**src/rtl/decode_pkg.sv**
```systemverilog
// ---------------------------------------------------------------------------
// decode_pkg
// Shared definitions for the decode-stage ROB allocator: field widths of the
// ROB tag, architectural register index and fetch id, the allocator FSM
// state type and the default allocation-blackout length after a flush.
// ---------------------------------------------------------------------------
package decode_pkg;

    localparam int ROB_TAG_W            = 4;
    localparam int ARCH_REG_W           = 5;
    localparam int FID_W                = 8;
    // Occupancy needs one more bit than the tag so that "full" (16) fits.
    localparam int COUNT_W              = ROB_TAG_W + 1;
    // Blackout counter width; holds FLUSH_CYCLES in 1..15.
    localparam int BLK_W                = 4;
    localparam int DEFAULT_FLUSH_CYCLES = 2;

    typedef enum logic {
        ST_RUN   = 1'b0,
        ST_FLUSH = 1'b1
    } state_e;

endpackage

```
**src/rtl/decode_rob_ptr.sv**
```systemverilog
// ---------------------------------------------------------------------------
// decode_rob_ptr
// Circular head/tail tracker for the ROB. Pointers carry one extra wrap bit
// so occupancy is simply tail - head, which distinguishes full from empty.
//
// Ports:
//   clk       in   clock
//   rst_ni    in   asynchronous active-low reset
//   alloc_i   in   advance tail (caller guarantees not full)
//   commit_i  in   advance head (caller guarantees not empty)
//   clear_i   in   reset both pointers to 0 (wins over alloc/commit)
//   tail_o    out  ROB tag of the next allocation
//   count_o   out  occupied entries, 0..DEPTH
//   full_o    out  count_o == DEPTH
//   empty_o   out  count_o == 0
// ---------------------------------------------------------------------------
module decode_rob_ptr
    import decode_pkg::*;
#(
    parameter int DEPTH = 16
) (
    input  logic                 clk,
    input  logic                 rst_ni,
    input  logic                 alloc_i,
    input  logic                 commit_i,
    input  logic                 clear_i,
    output logic [ROB_TAG_W-1:0] tail_o,
    output logic [COUNT_W-1:0]   count_o,
    output logic                 full_o,
    output logic                 empty_o
);

    localparam int IDX_W = $clog2(DEPTH);
    localparam int PTR_W = IDX_W + 1;

    logic [PTR_W-1:0] head_q, head_d;
    logic [PTR_W-1:0] tail_q, tail_d;
    logic [PTR_W-1:0] occ;

    // DEPTH is a power of two, so natural PTR_W-bit overflow is the wrap.
    always_comb begin
        head_d = head_q;
        tail_d = tail_q;
        if (clear_i) begin
            head_d = '0;
            tail_d = '0;
        end else begin
            if (alloc_i)  tail_d = tail_q + PTR_W'(1);
            if (commit_i) head_d = head_q + PTR_W'(1);
        end
    end

    always_ff @(posedge clk or negedge rst_ni) begin
        if (!rst_ni) begin
            head_q <= '0;
            tail_q <= '0;
        end else begin
            head_q <= head_d;
            tail_q <= tail_d;
        end
    end

    assign occ     = tail_q - head_q;
    assign count_o = COUNT_W'(occ);
    assign full_o  = (occ == PTR_W'(DEPTH));
    assign empty_o = (occ == '0);
    assign tail_o  = ROB_TAG_W'(tail_q[IDX_W-1:0]);

endmodule

```
**src/rtl/decode_rob_alloc.sv**
```systemverilog
// ---------------------------------------------------------------------------
// decode_rob_alloc
// In-order ROB tag allocator between decode and the RAT. Hands out tags from
// a circular pointer pair, forwards allocations and commits to the RAT write
// ports, and sequences recovery on branch correction / snoop hit: one-cycle
// flush pulse to the RAT, pointer clear, then FLUSH_CYCLES of blackout.
//
// Optional build macro DECODE_ROB_ALLOC_STALL_CNT_EN adds stall_cnt, a
// saturating count of cycles where decode was held off (s_valid & ~s_ready).
//
// Ports:
//   clk, resetn                      clock, async active-low reset
//   s_valid/s_ready/s_dst/s_dst_we/s_fid, s_rob   decode allocation handshake
//   c_valid/c_dst/c_dst_we/c_fid     in-order commit of the oldest entry
//   bco_in, snoop_in                 recovery requests
//   rat_wec/addrc/dinc_fid/dinc_rob  RAT allocate port
//   rat_wee/addre/dine_fid           RAT commit port
//   rat_bco, rat_snoop               registered RAT flush pulses
//   count                            occupied ROB entries
//   err_underflow                    sticky: commit seen while empty
//   stall_cnt (optional)             saturating stall-cycle counter
// ---------------------------------------------------------------------------
module decode_rob_alloc
    import decode_pkg::*;
#(
    parameter int ROB_DEPTH    = 16,
    parameter int FLUSH_CYCLES = DEFAULT_FLUSH_CYCLES
) (
    input  logic                  clk,
    input  logic                  resetn,
    input  logic                  s_valid,
    output logic                  s_ready,
    input  logic [ARCH_REG_W-1:0] s_dst,
    input  logic                  s_dst_we,
    input  logic [FID_W-1:0]      s_fid,
    output logic [ROB_TAG_W-1:0]  s_rob,
    input  logic                  c_valid,
    input  logic [ARCH_REG_W-1:0] c_dst,
    input  logic                  c_dst_we,
    input  logic [FID_W-1:0]      c_fid,
    input  logic                  bco_in,
    input  logic                  snoop_in,
    output logic                  rat_wec,
    output logic [ARCH_REG_W-1:0] rat_addrc,
    output logic [FID_W-1:0]      rat_dinc_fid,
    output logic [ROB_TAG_W-1:0]  rat_dinc_rob,
    output logic                  rat_wee,
    output logic [ARCH_REG_W-1:0] rat_addre,
    output logic [FID_W-1:0]      rat_dine_fid,
    output logic                  rat_bco,
    output logic                  rat_snoop,
    output logic [COUNT_W-1:0]    count,
    output logic                  err_underflow
`ifdef DECODE_ROB_ALLOC_STALL_CNT_EN
    ,
    output logic [15:0]           stall_cnt
`endif
);

    localparam logic [BLK_W-1:0] FLUSH_LOAD = BLK_W'(FLUSH_CYCLES);

    state_e            state_q, state_d;
    logic [BLK_W-1:0]  blk_cnt_q, blk_cnt_d;
    logic              rat_bco_q, rat_snoop_q;
    logic              err_q, err_d;

    logic              flush_req;
    logic              run_ready;
    logic              commit_go;
    logic              alloc_en;
    logic              commit_en;
    logic              full, empty;
    logic [ROB_TAG_W-1:0] tail;

    assign flush_req = bco_in | snoop_in;

    // ------------------------------------------------------------------
    // FSM next state / decisions
    // ------------------------------------------------------------------
    always_comb begin
        state_d   = state_q;
        blk_cnt_d = blk_cnt_q;
        err_d     = err_q;
        run_ready = 1'b0;
        commit_go = 1'b0;
        unique case (state_q)
            ST_RUN: begin
                // No same-cycle refill at full: readiness looks only at the
                // current occupancy, not at a concurrent commit.
                run_ready = ~full & ~flush_req;
                commit_go = c_valid & ~empty & ~flush_req;
                if (c_valid & empty & ~flush_req) err_d = 1'b1;
                if (flush_req) begin
                    state_d   = ST_FLUSH;
                    blk_cnt_d = FLUSH_LOAD;
                end
            end
            ST_FLUSH: begin
                if (flush_req) begin
                    blk_cnt_d = FLUSH_LOAD;
                end else if (blk_cnt_q == BLK_W'(1)) begin
                    state_d   = ST_RUN;
                    blk_cnt_d = '0;
                end else begin
                    blk_cnt_d = blk_cnt_q - BLK_W'(1);
                end
            end
            default: begin
                state_d   = ST_RUN;
                blk_cnt_d = '0;
            end
        endcase
    end

    always_ff @(posedge clk or negedge resetn) begin
        if (!resetn) begin
            state_q     <= ST_RUN;
            blk_cnt_q   <= '0;
            rat_bco_q   <= 1'b0;
            rat_snoop_q <= 1'b0;
            err_q       <= 1'b0;
        end else begin
            state_q     <= state_d;
            blk_cnt_q   <= blk_cnt_d;
            // Requests in either state produce exactly one pulse per request cycle.
            rat_bco_q   <= bco_in;
            rat_snoop_q <= snoop_in;
            err_q       <= err_d;
        end
    end

    // ------------------------------------------------------------------
    // Pointer tracker
    // ------------------------------------------------------------------
    decode_rob_ptr #(
        .DEPTH (ROB_DEPTH)
    ) u_ptr (
        .clk      (clk),
        .rst_ni   (resetn),
        .alloc_i  (alloc_en),
        .commit_i (commit_en),
        .clear_i  (flush_req),
        .tail_o   (tail),
        .count_o  (count),
        .full_o   (full),
        .empty_o  (empty)
    );

    // ------------------------------------------------------------------
    // Output mapping. While resetn is low the combinational outputs are
    // forced to their idle values (s_ready high, everything else zero) so
    // the RAT never sees a write during reset regardless of inputs.
    // ------------------------------------------------------------------
    assign alloc_en  = resetn & s_valid & run_ready;
    assign commit_en = resetn & commit_go;

    assign s_ready       = ~resetn | run_ready;
    assign s_rob         = tail;

    assign rat_wec       = alloc_en & s_dst_we & (s_dst != '0);
    assign rat_addrc     = resetn ? s_dst : '0;
    assign rat_dinc_fid  = resetn ? s_fid : '0;
    assign rat_dinc_rob  = tail;

    assign rat_wee       = commit_en & c_dst_we & (c_dst != '0);
    assign rat_addre     = resetn ? c_dst : '0;
    assign rat_dine_fid  = resetn ? c_fid : '0;

    assign rat_bco       = rat_bco_q;
    assign rat_snoop     = rat_snoop_q;
    assign err_underflow = err_q;

`ifdef DECODE_ROB_ALLOC_STALL_CNT_EN
    logic [15:0] stall_cnt_q, stall_cnt_d;

    always_comb begin
        stall_cnt_d = stall_cnt_q;
        if (s_valid & ~s_ready & (stall_cnt_q != 16'hFFFF))
            stall_cnt_d = stall_cnt_q + 16'd1;
    end

    always_ff @(posedge clk or negedge resetn) begin
        if (!resetn) stall_cnt_q <= '0;
        else         stall_cnt_q <= stall_cnt_d;
    end

    assign stall_cnt = stall_cnt_q;
`endif

endmodule

```
**config.mk**
```make
export PLATFORM = sky130hd
export DESIGN_NAME = decode_rob_alloc
export DESIGN_NICKNAME = d
export VERILOG_FILES = /design/src/rtl/decode_pkg.sv /design/src/rtl/decode_rob_ptr.sv /design/src/rtl/decode_rob_alloc.sv
export SDC_FILE = /design/constraint.sdc
export NUM_CORES = 1
export LEC_CHECK = 0
export CORE_UTILIZATION = 38
export DETAILED_ROUTE_END_ITERATION = 8
export PLACE_DENSITY_LB_ADDON = 0.12
export SETUP_SLACK_MARGIN = 0.05
export SYNTH_ARGS = -nofsm -noshare
export SYNTH_HDL_FRONTEND = slang
export SYNTH_SLANG_ARGS = --single-unit
```
**constraint.sdc**
```tcl
create_clock -name clk -period 2.8 [get_ports clk]
set_clock_uncertainty 0.05 [all_clocks]
set_input_delay 0.28 -clock clk [delete_from_list [all_inputs] [get_ports clk]]
set_output_delay 0.28 -clock clk [all_outputs]
set_load 0.01 [all_outputs]
```
Word-level counts from Yosys, hierarchy flattened
Cells that the tools add are included.

storage, ports and cells
  latch bits = 0
  memory bits (writable) = 0
  memory bits (read-only) = 0
  memories kept = 0
  word-level logic and storage cells = 57
  register bits after elaboration = 18
  input bits = 34

operators by class
  $add $sub $neg = 4
  reduce and logical (&&, ||, !) cells = 6
  div/mod/pow operators = 0
  $mul = 0
  $lt $le $gt $ge = 0
  equality and inequality tests = 3
  shifts and indexed selects = 0
  bitwise operators = 19
  multiplexer cells = 18

operator list
  kind                                                                   number
  5-bit 2-to-1 mux                                                       6
  8-bit 2-to-1 mux                                                       2
  1-bit bitwise AND                                                      12
  4-bit 2-to-1 mux                                                       3
  5-bit by 1-bit adder with 5-bit output, second input constant          2
  5-bit nonzero test                                                     2
  4-bit case mux with 2 select lines                                     1
  5-bit equality test, second input constant                             1
  5-bit zero test                                                        1
  1-bit 2-to-1 mux                                                       5
  1-bit inverter                                                         5
  5-bit subtractor                                                       1
  4-bit by 1-bit equality test with 1-bit output, second input constant  1
  2-bit nonzero test                                                     2
  4-bit by 1-bit subtractor with 4-bit output, second input constant     1
  2-bit != test, second input constant                                   1
  1-bit bitwise OR                                                       2
  1-bit case mux with 2 select lines                                     1
  2-bit AND reduction                                                    1

Logic depth before layout (Yosys ltp)
Gate-level depths: netlist of run 1.

  depth in word-level cells = 9
  mapped depth = 10
  gate-level depth less buffers = 9

By module
Synthesis of run 1 repeated with hierarchy kept, for this count alone.

second synthesis, totals
  cell total of the unflattened synthesis = 146
  area, all modules = 1,316.3 um^2

by module, submodules not included
  module            sequential area each (um^2)  area each (um^2)  cells an instance  times used
  decode_rob_ptr    250.2                        685.7             71                 1
  decode_rob_alloc  200.2                        630.6             75                 1

Worst setup path after synthesis of run 1
Ideal clock, no wire load.

  path type = register -> output
  from = register u_ptr.tail_q[0]
  to = output rat_wec
  arrival = 2.285 ns
  setup slack = 0.185 ns
  cell stages (with the launch flop) = 10
  required time = 2.470 ns
  buffers on the path = 0
  path through = dfrtp_1 > inv_1 > ha_1 > inv_1 > fa_1 > nand3b_1 > a211o_1 > a211oi_2 > nor2b_2 > o311a_1

between the ends
  cells in the longest elaborated chain, start to end = 8

RTL lines
  item                            line                     source
  start: declaration              decode_rob_ptr.sv:37     logic [PTR_W-1:0] tail_q, tail_d;
  start signal: assignment        decode_rob_ptr.sv:59     tail_q <= tail_d;
  5-bit subtractor                decode_rob_ptr.sv:63     assign occ = tail_q - head_q;
  via count[1]                    decode_rob_alloc.sv:52   output logic [COUNT_W-1:0] count,
  5-bit equality test             decode_rob_ptr.sv:65     assign full_o = (occ == PTR_W'(DEPTH));
  1-bit inverter                  decode_rob_alloc.sv:90   run_ready = ~full & ~flush_req;
  1-bit bitwise AND               decode_rob_alloc.sv:90
  1-bit 2-to-1 mux                decode_rob_alloc.sv:86   unique case (state_q)
  1-bit bitwise AND               decode_rob_alloc.sv:154  assign alloc_en = resetn & s_valid & run_ready;
  1-bit bitwise AND (2 in a row)  decode_rob_alloc.sv:160  assign rat_wec = alloc_en & s_dst_we & (s_dst != '0);
  end: declaration                decode_rob_alloc.sv:43   output logic rat_wec,

The timed path passes the listed nets, and every way through them passes these cells.

Worst setup path in the final report of run 1
  from = register u_ptr.tail_q[0]
  to = output rat_wec

between the ends
  cells in the longest elaborated chain, start to end = 8

RTL lines
  item                            line
  5-bit subtractor                decode_rob_ptr.sv:63
  5-bit equality test             decode_rob_ptr.sv:65
  1-bit inverter                  decode_rob_alloc.sv:90
  1-bit bitwise AND               decode_rob_alloc.sv:90
  1-bit 2-to-1 mux                decode_rob_alloc.sv:86
  1-bit bitwise AND               decode_rob_alloc.sv:154
  1-bit bitwise AND (2 in a row)  decode_rob_alloc.sv:160

Every way passes these cells.

==> results of run 1 <==
## power by group
part | switching [mW] | total (mW) | internal [mW]
Combinational | 0.0554 | 0.153 | 0.0974
Sequential | 0.00348 | 0.269 | 0.265
Clock | 0.0801 | 0.159 | 0.0792
## cell families after synthesis
| logic type | share of synthesized area |
|---|---|
| AND/OR/NAND/NOR | 0.295 |
| buffers and inverters | 0.0918 |
| multiplexers | 0.0306 |
| AO/OA/AOI/OAI | 0.140 |
| flip-flops | 0.334 |
| adder cells (fa/ha/maj) | 0.0891 |
| XOR/XNOR | 0.0195 |
## path summary, 6_finish.rpt
path / from / to / slack (ns)
max: u_ptr.tail_q[0] / rat_wec / -0.06
min: resetn / blk_cnt_q[2] / 0.12
max reg2reg: u_ptr.tail_q[0] / u_ptr.head_q[4] / 0.07
min reg2reg: err_underflow / err_underflow / 0.42
max in group asynchronous: resetn / u_ptr.tail_q[0] / 2.12
min in group clk: err_underflow / err_underflow / 0.42
## stage by stage
step,power [mW],utilization,std cells
6_report,0.581,0.696,289
5_1_grt,0.612,0.696,289
4_1_cts,0.586,0.684,287
3_5_place_dp,0.426,0.654,279
3_3_place_gp,0.424,0.654,279
2_1_floorplan,0.321,-,155
## layout by cell type, fill, tap and decap left out, types with 2 or more instances in the layout
| cell | synthesis | final |
|---|---|---|
| clkbuf_4 | 0 | 3 |
| mux2i_1 | 3 | 3 |
| and2_1 | 27 | 27 |
| buf_6 | 1 | 2 |
| nand3b_1 | 2 | 2 |
| nand3_1 | 4 | 4 |
| ha_1 | 8 | 7 |
| inv_1 | 10 | 9 |
| o31ai_1 | 5 | 4 |
| o21ai_1 | 3 | 3 |
| dfrtp_1 | 18 | 18 |
| buf_4 | 8 | 17 |
| nand4_1 | 2 | 2 |
| o21ai_0 | 3 | 3 |
| xor2_1 | 3 | 2 |
| clkdlybuf4s50_1 | 0 | 75 |
| buf_2 | 0 | 3 |
| a21oi_1 | 9 | 7 |
| o211ai_1 | 3 | 3 |
| a21oi_2 | 0 | 2 |
| nor3_1 | 4 | 3 |
| nor2_1 | 6 | 6 |
| nand2_1 | 11 | 11 |
| or4_1 | 2 | 2 |
| or3_1 | 4 | 4 |
## per-layer routing
| metal | share of wire | vias up | wire length (µm) | track usage |
|---|---|---|---|---|
| li1 | - | 699 | - | - |
| met1 | 0.39 | 663 | 1480 | 0.247 |
| met2 | 0.51 | 60 | 1920 | 0.379 |
| met3 | 0.082 | 6 | 310 | 0.0714 |
| met4 | 0.016 | 0 | 59 | 0.0508 |
| met5 | 0 | - | 0 | 0 |
## critical path, cell delays in order (launching register included)
cell and delay [ns]:
dfrtp_1 0.39, inv_1 0.07, ha_2 0.18, inv_2 0.04, fa_2 0.44, nand3b_1 0.18
a211o_1 0.28, a211oi_4 0.25, buf_6 0.14, nor2b_4 0.03, o311a_1 0.09, buf_2 0.14
## what timing repair did
action                     4_1_cts  5_1_grt
hold buffers                     0        0
setup endpoints to repair        3        6
buffers inserted                 5        2
gates resized for setup         22        6
pin swaps                        6        9
cloned                           0        0
## state kept, by name, summed over array words and instances (netlist names)
| name | flops |
|---|---|
| u_ptr.tail_q | 5 |
| state_q | 1 |
| u_ptr.head_q | 5 |
| blk_cnt_q | 4 |
| err_underflow | 1 |
| rat_bco | 1 |
| rat_snoop | 1 |
## layout make-up
cell class / instances / area (µm²) / area share
Timing Repair Buffer: 97 / 916 / 0.391
Multi-Input combinational cell: 114 / 843 / 0.360
Sequential cell: 18 / 450 / 0.192
Tap cell: 46 / 57.6 / 0.0246
Inverter: 10 / 37.5 / 0.0160
Clock buffer: 4 / 36.3 / 0.0155
==> results_dict.tcl, run 1 <==
set metrics [dict create \
    outcome "complete, but fails checks" \
    violations "negative setup slack" \
    pre_cts_slack_ns -0.117 \
    vias_per_cell 4.94 \
    fin_hold_ws_ns 0.124 \
    row_count 21 \
    port_buffers 78 \
    async_flop_share 1.00 \
    dr.pass1.iters 4 \
    final_max_slew_viol_count 0 \
    clock.fmax_mhz 350 \
    area_growth_pct 73.6 \
    rr_worst_depth 12 \
    synth_warnings 0 \
    design.core.area_um2 3360 \
    grt_pass1_vias 1348 \
    period_share 1.02 \
    critPathKind "flip-flop to primary output" \
    final_nets 287 \
    cts_buffer_depth 2 \
    ys_ff_latch 18 \
    vdd_drop_max_mv 0.118 \
    synth_edf_count 0 \
    ios 79 \
    syn_nets 198 \
    dpl_cell_area_um2 2200 \
    cts_sinks 18 \
    worstPathArrival_ns 2.53 \
    maxCapViolations 0 \
    yosysTopAreaCellShare 0.334 \
    htreeDepth 1 \
    required_ns 2.47 \
    gp_congestion 0.827 \
    cts_tree "built" \
    synthCells 155 \
    setup_tns_ns -0.0761 \
    cellLeakagePower_nw 0.982 \
    start_util 0.401 \
    globalRouteOverflowTotal 0 \
    synth_common_cells "and2_1, dfrtp_1, nand2_1" \
    antennaDiodeCount 0 \
    setup_slack_ns -0.0598 \
    first_iter_violations 79 \
    final.fill_count 266 \
    cts-root-buf "clkbuf_4" \
    drive_above_1_share 0.169 \
    clkSlewWorstSetupHoldPaths_ns 0.10 \
    cts_buffers 3 \
    start_kind "flip-flop" \
    antenna_found_initial 0 \
    wire_per_inst_um 13.0 \
    grt_setup_unrepaired "true" \
    hp-class "input port to asynchronous set/reset pin" \
    ant_nets 0 \
    setup_viol 2 \
    yosys.area.top_type "dfrtp_1" \
    final_cell_area_um2 2340 \
    syn-cell-area_um2 1350 \
    tightestPinTransition_ns 0.568 \
    synth_cell_type_count 35 \
    die-area_um2 3790 \
    wl_um 3770 \
    yosys-top-cells-area "dfrtp_1, and2_1, ha_1, buf_4, a21oi_1" \
    die_height_um 61.6 \
    vias 1428 \
    avgSynthCellArea_um2 8.70 \
    dp_hpwl_um 2940 \
    die_w_um 61.6 \
    grt_start_max_net_pins 27 \
    worst_setup_path_end_kind "primary output" \
    max_slew_margin 0.620 \
    ys_seq_area_frac 0.334 \
    synth.most_common_cell "and2_1" \
    min_period_ns 2.86 \
    finalHoldViolations 0 \
    worstSkewPairLatency_ns 0.29 \
    grt_pass1_wl_um 5960 \
    drcViolationCount 0 \
    grt_util_all_layers 0.213 \
    synth_ff_type "dfrtp_1" \
    cp_max_fo 3 \
    power_density_nw_per_um2 248 \
]
Note: power is estimated with default switching activity, not from simulation.
==> inputs of run 2 (changes only) <==
CORE_UTILIZATION = 37   (was 38)
HOLD_SLACK_MARGIN = 0.05   (was not set)
SYNTH_HIERARCHICAL = 1   (was not set)
==> results_dict.tcl, run 2 <==
set metrics [dict create \
    synth_edf_count 0 \
    cp_max_fo 3 \
    globalRouteOverflowTotal 0 \
    start_kind "flip-flop" \
    synth_ff_type "dfrtp_1" \
    startpoint "u_ptr/tail_q[0]" \
    antennaDiodeCount 0 \
    die_w_um 61.6 \
    pwr-share-seq 0.463 \
    cellLeakagePower_nw 0.965 \
    violations "negative setup slack" \
    clock.fmax_mhz 354 \
    async_flop_share 1.00 \
    dp_hpwl_um 2980 \
    rr_worst_depth 12 \
    htreeDepth 1 \
    area_growth_pct 71.4 \
    antenna_found_initial 0 \
    cp.depth 9 \
    p_switching_mw 0.140 \
    totalPowerFinal_mw 0.582 \
    vias 1288 \
    holdBufCountCts 0 \
    final_cell_mix "clkdlybuf4s50_1, and2_1, dfrtp_1" \
    port_buffers 78 \
    r2r_start "u_ptr/tail_q[0]" \
    synth.most_common_cell "and2_1" \
    cpPeakStageDelay_ns 0.43 \
    intPower_mw 0.442 \
    synth_common_cells "and2_1, dfrtp_1, nor2_1" \
    vias_per_cell 4.68 \
    dr.pass1.iters 4 \
    setup_slack_ns -0.0287 \
    utilization 0.671 \
    synth_warnings 6 \
    yosysTopAreaCellShare 0.342 \
    die-area_um2 3800 \
    synthCells 146 \
    wl_um 3820 \
    ios 79 \
    clkPwrFrac 0.275 \
    grt_start_max_net_pins 46 \
    avgSynthCellArea_um2 9.02 \
    r2r_slack_ns 0.10 \
    finalHoldViolations 0 \
    cts_tree "built" \
    cts_buffer_depth 2 \
    final_nets 273 \
    drcViolationCount 0 \
    required_ns 2.47 \
    grt_setup_unrepaired "true" \
    vdd_drop_max_mv 0.280 \
    outcome "complete, but fails checks" \
    design.core.area_um2 3360 \
    cts-root-buf "clkbuf_4" \
    start_util 0.391 \
    wire_per_inst_um 13.9 \
    worstSkewPairLatency_ns 0.29 \
    syn_nets 189 \
    combinationalPowerShare 0.262 \
    worstPathArrival_ns 2.50 \
    die_height_um 61.6 \
    final_common_cell "clkdlybuf4s50_1" \
    period_share 1.01 \
    synth_cell_type_count 35 \
    grt_pass1_vias 1150 \
    final_max_slew_viol_count 0 \
    crit_end "rat_wee" \
    crit_chain "inv_1 > ha_2 > inv_2 > fa_2 > nor3b_1 > nand4b_1 > a211oi_2 > nor4_1 > buf_2" \
    ys_ff_latch 18 \
    worst-path-buf-inv 3 \
    max_slew_margin 0.731 \
    grt_pass1_wl_um 5440 \
    gp_congestion 0.726 \
    slowest_stage "fa_2" \
    maxCapViolations 0 \
    min_period_ns 2.83 \
    drive_above_1_share 0.140 \
    r2r-end "u_ptr/head_q[3]" \
    clkSlewWorstSetupHoldPaths_ns 0.11 \
    tightestPinTransition_ns 0.402 \
    cts_buffers 3 \
    row_count 21 \
    first_iter_violations 54 \
    setup_viol 1 \
    power_density_nw_per_um2 258 \
    switching_share 0.241 \
    grt_util_all_layers 0.200 \
    cts_sinks 18 \
    worst_setup_path_end_kind "primary output" \
    critPathKind "flip-flop to primary output" \
    syn-cell-area_um2 1320 \
    hp-class "input port to asynchronous set/reset pin" \
    yosys-top-cells-area "dfrtp_1, and2_1, ha_1, buf_4, xor2_1" \
    crit_family "adder cells" \
    yosys.area.top_type "dfrtp_1" \
    ant_nets 0 \
    ys_seq_area_frac 0.342 \
    reg_top3 "u_ptr/head_q: 5 flops, u_ptr/tail_q: 5 flops, blk_cnt_q: 4 flops" \
]
## run 2: worst min path at each step
| stage | depth (start not counted) | from | slack (ns) | end |
|---|---|---|---|---|
| after global placement | 1 | err_underflow | 0.40 | err_underflow |
| after global routing | 2 | resetn | 0.42 | rat_snoop |
| after CTS | 2 | resetn | 0.37 | blk_cnt_q[1] |
| final | 2 | resetn | 0.37 | rat_snoop |
| after floorplan | 0 | resetn | -0.07 | blk_cnt_q[0] |
| after detailed placement | 1 | err_underflow | 0.42 | err_underflow |
## run 2: what timing repair did
item	in CTS	in global routing
buffers inserted	1	3
pin swaps	4	6
setup endpoints to repair	9	11
gates resized for setup	14	12
## run 2: cells by family after synthesis
group / after synthesis / synth area share
DFF: 18 / 0.342
AOI/OAI and AO/OA: 15 / 0.0817
and+or+nand+nor: 68 / 0.301
xor gates and xnor gates: 12 / 0.0798
muxes: 2 / 0.0152
buffers and inverters: 22 / 0.0884
adders and majority gates: 9 / 0.0913
## run 2: worst register-to-register path: stages (launching register included)
cell and delay, ns:
dfrtp_1 0.39, inv_1 0.08, ha_2 0.19, inv_2 0.04
fa_2 0.54, nand3b_1 0.11, a211o_1 0.18, a211oi_2 0.11
buf_4 0.15, nor3_2 0.37, nand4_1 0.16, xnor2_1 0.19
nor2_1 0.05
## run 2: power groups by stage
| stage | registers [mW] | logic [mW] | clock network [mW] |
|---|---|---|---|
| 5_1_grt | 0.271 | 0.164 | 0.177 |
| 3_3_place_gp | 0.274 | 0.150 | 0 |
| 6_report | 0.270 | 0.152 | 0.160 |
| 3_5_place_dp | 0.275 | 0.153 | 0 |
| 2_1_floorplan | 0.275 | 0.0452 | 0 |
| 4_1_cts | 0.270 | 0.154 | 0.166 |
## run 2: metrics by stage
step	instances	setup TNS, ns	setup WS, ns	hold WS (ns)	cell area, µm²
6_report	275	-0.0287	-0.0287	0.370	2260
5_1_grt	275	-0.248	-0.121	0.415	2260
4_1_cts	272	-0.00536	-0.00536	0.365	2200
3_5_place_dp	267	-0.112	-0.0411	0.421	2140
3_3_place_gp	267	0	0.00779	0.401	2140
2_1_floorplan	146	0	0.135	-0.0656	1320
## run 2: layout make-up
| type | count | area (µm²) |
|---|---|---|
| multi-input cells | 106 | 805 |
| inverters | 10 | 37.5 |
| clock buffers | 4 | 36.3 |
| fillers | 308 | 1110 |
| flip-flops and latches | 18 | 450 |
| repair buffers | 91 | 870 |
| well taps | 46 | 57.6 |
## run 2: metal layers
layer / GRT usage / up-vias / part of all wire / routed length, µm
li1: - / 651 / - / -
met1: 0.222 / 621 / 0.39 / 1490
met2: 0.389 / 12 / 0.58 / 2240
met3: 0.0315 / 4 / 0.017 / 65
met4: 0.0571 / 0 / 0.0076 / 29
met5: 0 / - / 0 / 0
==> inputs of run 3 (changes only) <==
CORE_UTILIZATION = 40   (was 37)
clock period = 3.3 ns   (was 2.8 ns; I/O delays follow)
==> results_dict.tcl, run 3 (same netlist as run 2, synthesis figures left out) <==
set metrics [dict create \
    outcome "finished clean" \
    rr_worst_depth 11 \
    critPathKind "flip-flop to primary output" \
    gp_congestion 0.806 \
    row_count 20 \
    cts-root-buf "clkbuf_4" \
    drcViolationCount 0 \
    die_w_um 59.4 \
    maxCapViolations 0 \
    finalHoldViolations 0 \
    setup_tns_ns 0 \
    max_slew_margin 0.496 \
    cts_buffers 3 \
    first_iter_violations 48 \
    numPlacedInstances 258 \
    hp-class "input port to asynchronous set/reset pin" \
    grt_start_max_net_pins 46 \
    dr.pass1.iters 4 \
    ios 79 \
    final_max_slew_viol_count 0 \
    final-seq-area_um2 452 \
    ant_nets 0 \
    multi_input_area_um2 763 \
    holdBufCountCts 0 \
    vias 1275 \
    cts_resized 4 \
    r2r_start "u_ptr/tail_q[0]" \
    cts_buffer_depth 2 \
    required_ns 2.92 \
    final_common_cell "clkdlybuf4s50_1" \
    vias_per_cell 4.89 \
    htreeDepth 1 \
    worstPathArrival_ns 2.69 \
    start_util 0.428 \
    fin_cells 261 \
    cts_sinks 18 \
    clock.fmax_mhz 326 \
    cts_tree "built" \
    vdd_drop_max_mv 0.237 \
    final_nets 262 \
    grt_util_all_layers 0.212 \
    grt_setup_unrepaired "false" \
    grt_pass1_wl_um 5770 \
    start_kind "flip-flop" \
    antenna_found_initial 0 \
    post_cts_buffers 0 \
    globalRouteOverflowTotal 0 \
    period_share 0.929 \
    grt_pass1_vias 1318 \
    cellLeakagePower_nw 0.885 \
    startpoint "u_ptr/tail_q[0]" \
    clkSlewWorstSetupHoldPaths_ns 0.09 \
    dp_hpwl_um 2930 \
    antennaDiodeCount 0 \
    wl_um 3570 \
    crit_end "rat_wee" \
    die-area_um2 3520 \
    worst_setup_path_end_kind "primary output" \
    fin_hold_ws_ns 0.427 \
    min_period_ns 3.07 \
    final.fill_count 271 \
    port_buffers 78 \
    reg_top3 "u_ptr/head_q: 5 flops, u_ptr/tail_q: 5 flops, blk_cnt_q: 4 flops" \
    cp_max_fo 6 \
    design.core.area_um2 3080 \
    drive_above_1_share 0.0553 \
    die_height_um 59.4 \
    r2r-end "u_ptr/tail_q[3]" \
    r2r_slack_ns 0.34 \
    final_cell_mix "clkdlybuf4s50_1, and2_1, dfrtp_1" \
    wire_per_inst_um 13.7 \
    power_density_nw_per_um2 215 \
    setup_viol 0 \
    area_growth_pct 61.5 \
    tightestPinTransition_ns 0.755 \
    worstSkewPairLatency_ns 0.28 \
]
## run 3: worst min path at each step
stage	slack [ns]	to
6_report	0.43	u_ptr/head_q[3]
5_1_grt	0.47	err_underflow
4_1_cts	0.43	rat_snoop
3_5_place_dp	0.40	err_underflow
3_3_place_gp	0.40	err_underflow
2_1_floorplan	-0.02	blk_cnt_q[0]
## run 3: power by group
part,switching [mW],internal (mW)
Clock,0.0592,0.0423
Combinational,0.0451,0.0819
Sequential,0.00388,0.225
## run 3: routing by layer
metal  track usage  routed length [µm]  vias up
met5             0                   0        -
met1         0.217                1320      616
met4        0.0340                  14        0
met3        0.0415                 113        2
met2         0.437                2130       32
li1              -                   -      625
## run 3: critical path, cell delays in order, from the launching register on
cell and delay [ns]:
dfrtp_2 0.46, inv_1 0.07, ha_1 0.18, inv_1 0.07, fa_1 0.47, nand3b_1 0.18
a211o_1 0.32, a211oi_2 0.28, nor4_1 0.09, dlygate4sd2_1 0.30
## run 3: area by class of cell
| type | instances | area share |
|---|---|---|
| timing repair buffer | 80 | 0.374 |
| multi-input combinational | 106 | 0.359 |
| sequential | 18 | 0.212 |
| tap | 44 | 0.0259 |
| inverter | 10 | 0.0177 |
| clock buffer | 3 | 0.0106 |
## run 3: stage by stage
stage | instance area [µm²] | utilization | power (mW) | worst slack, ns
detailed placement | 2090 | 0.678 | 0.362 | 0.259
global route | 2130 | 0.691 | 0.480 | 0.0868
floorplan | 1320 | - | 0.272 | 0.635
global placement | 2090 | 0.678 | 0.358 | 0.365
CTS | 2120 | 0.687 | 0.464 | 0.0761
finish | 2130 | 0.691 | 0.457 | 0.234
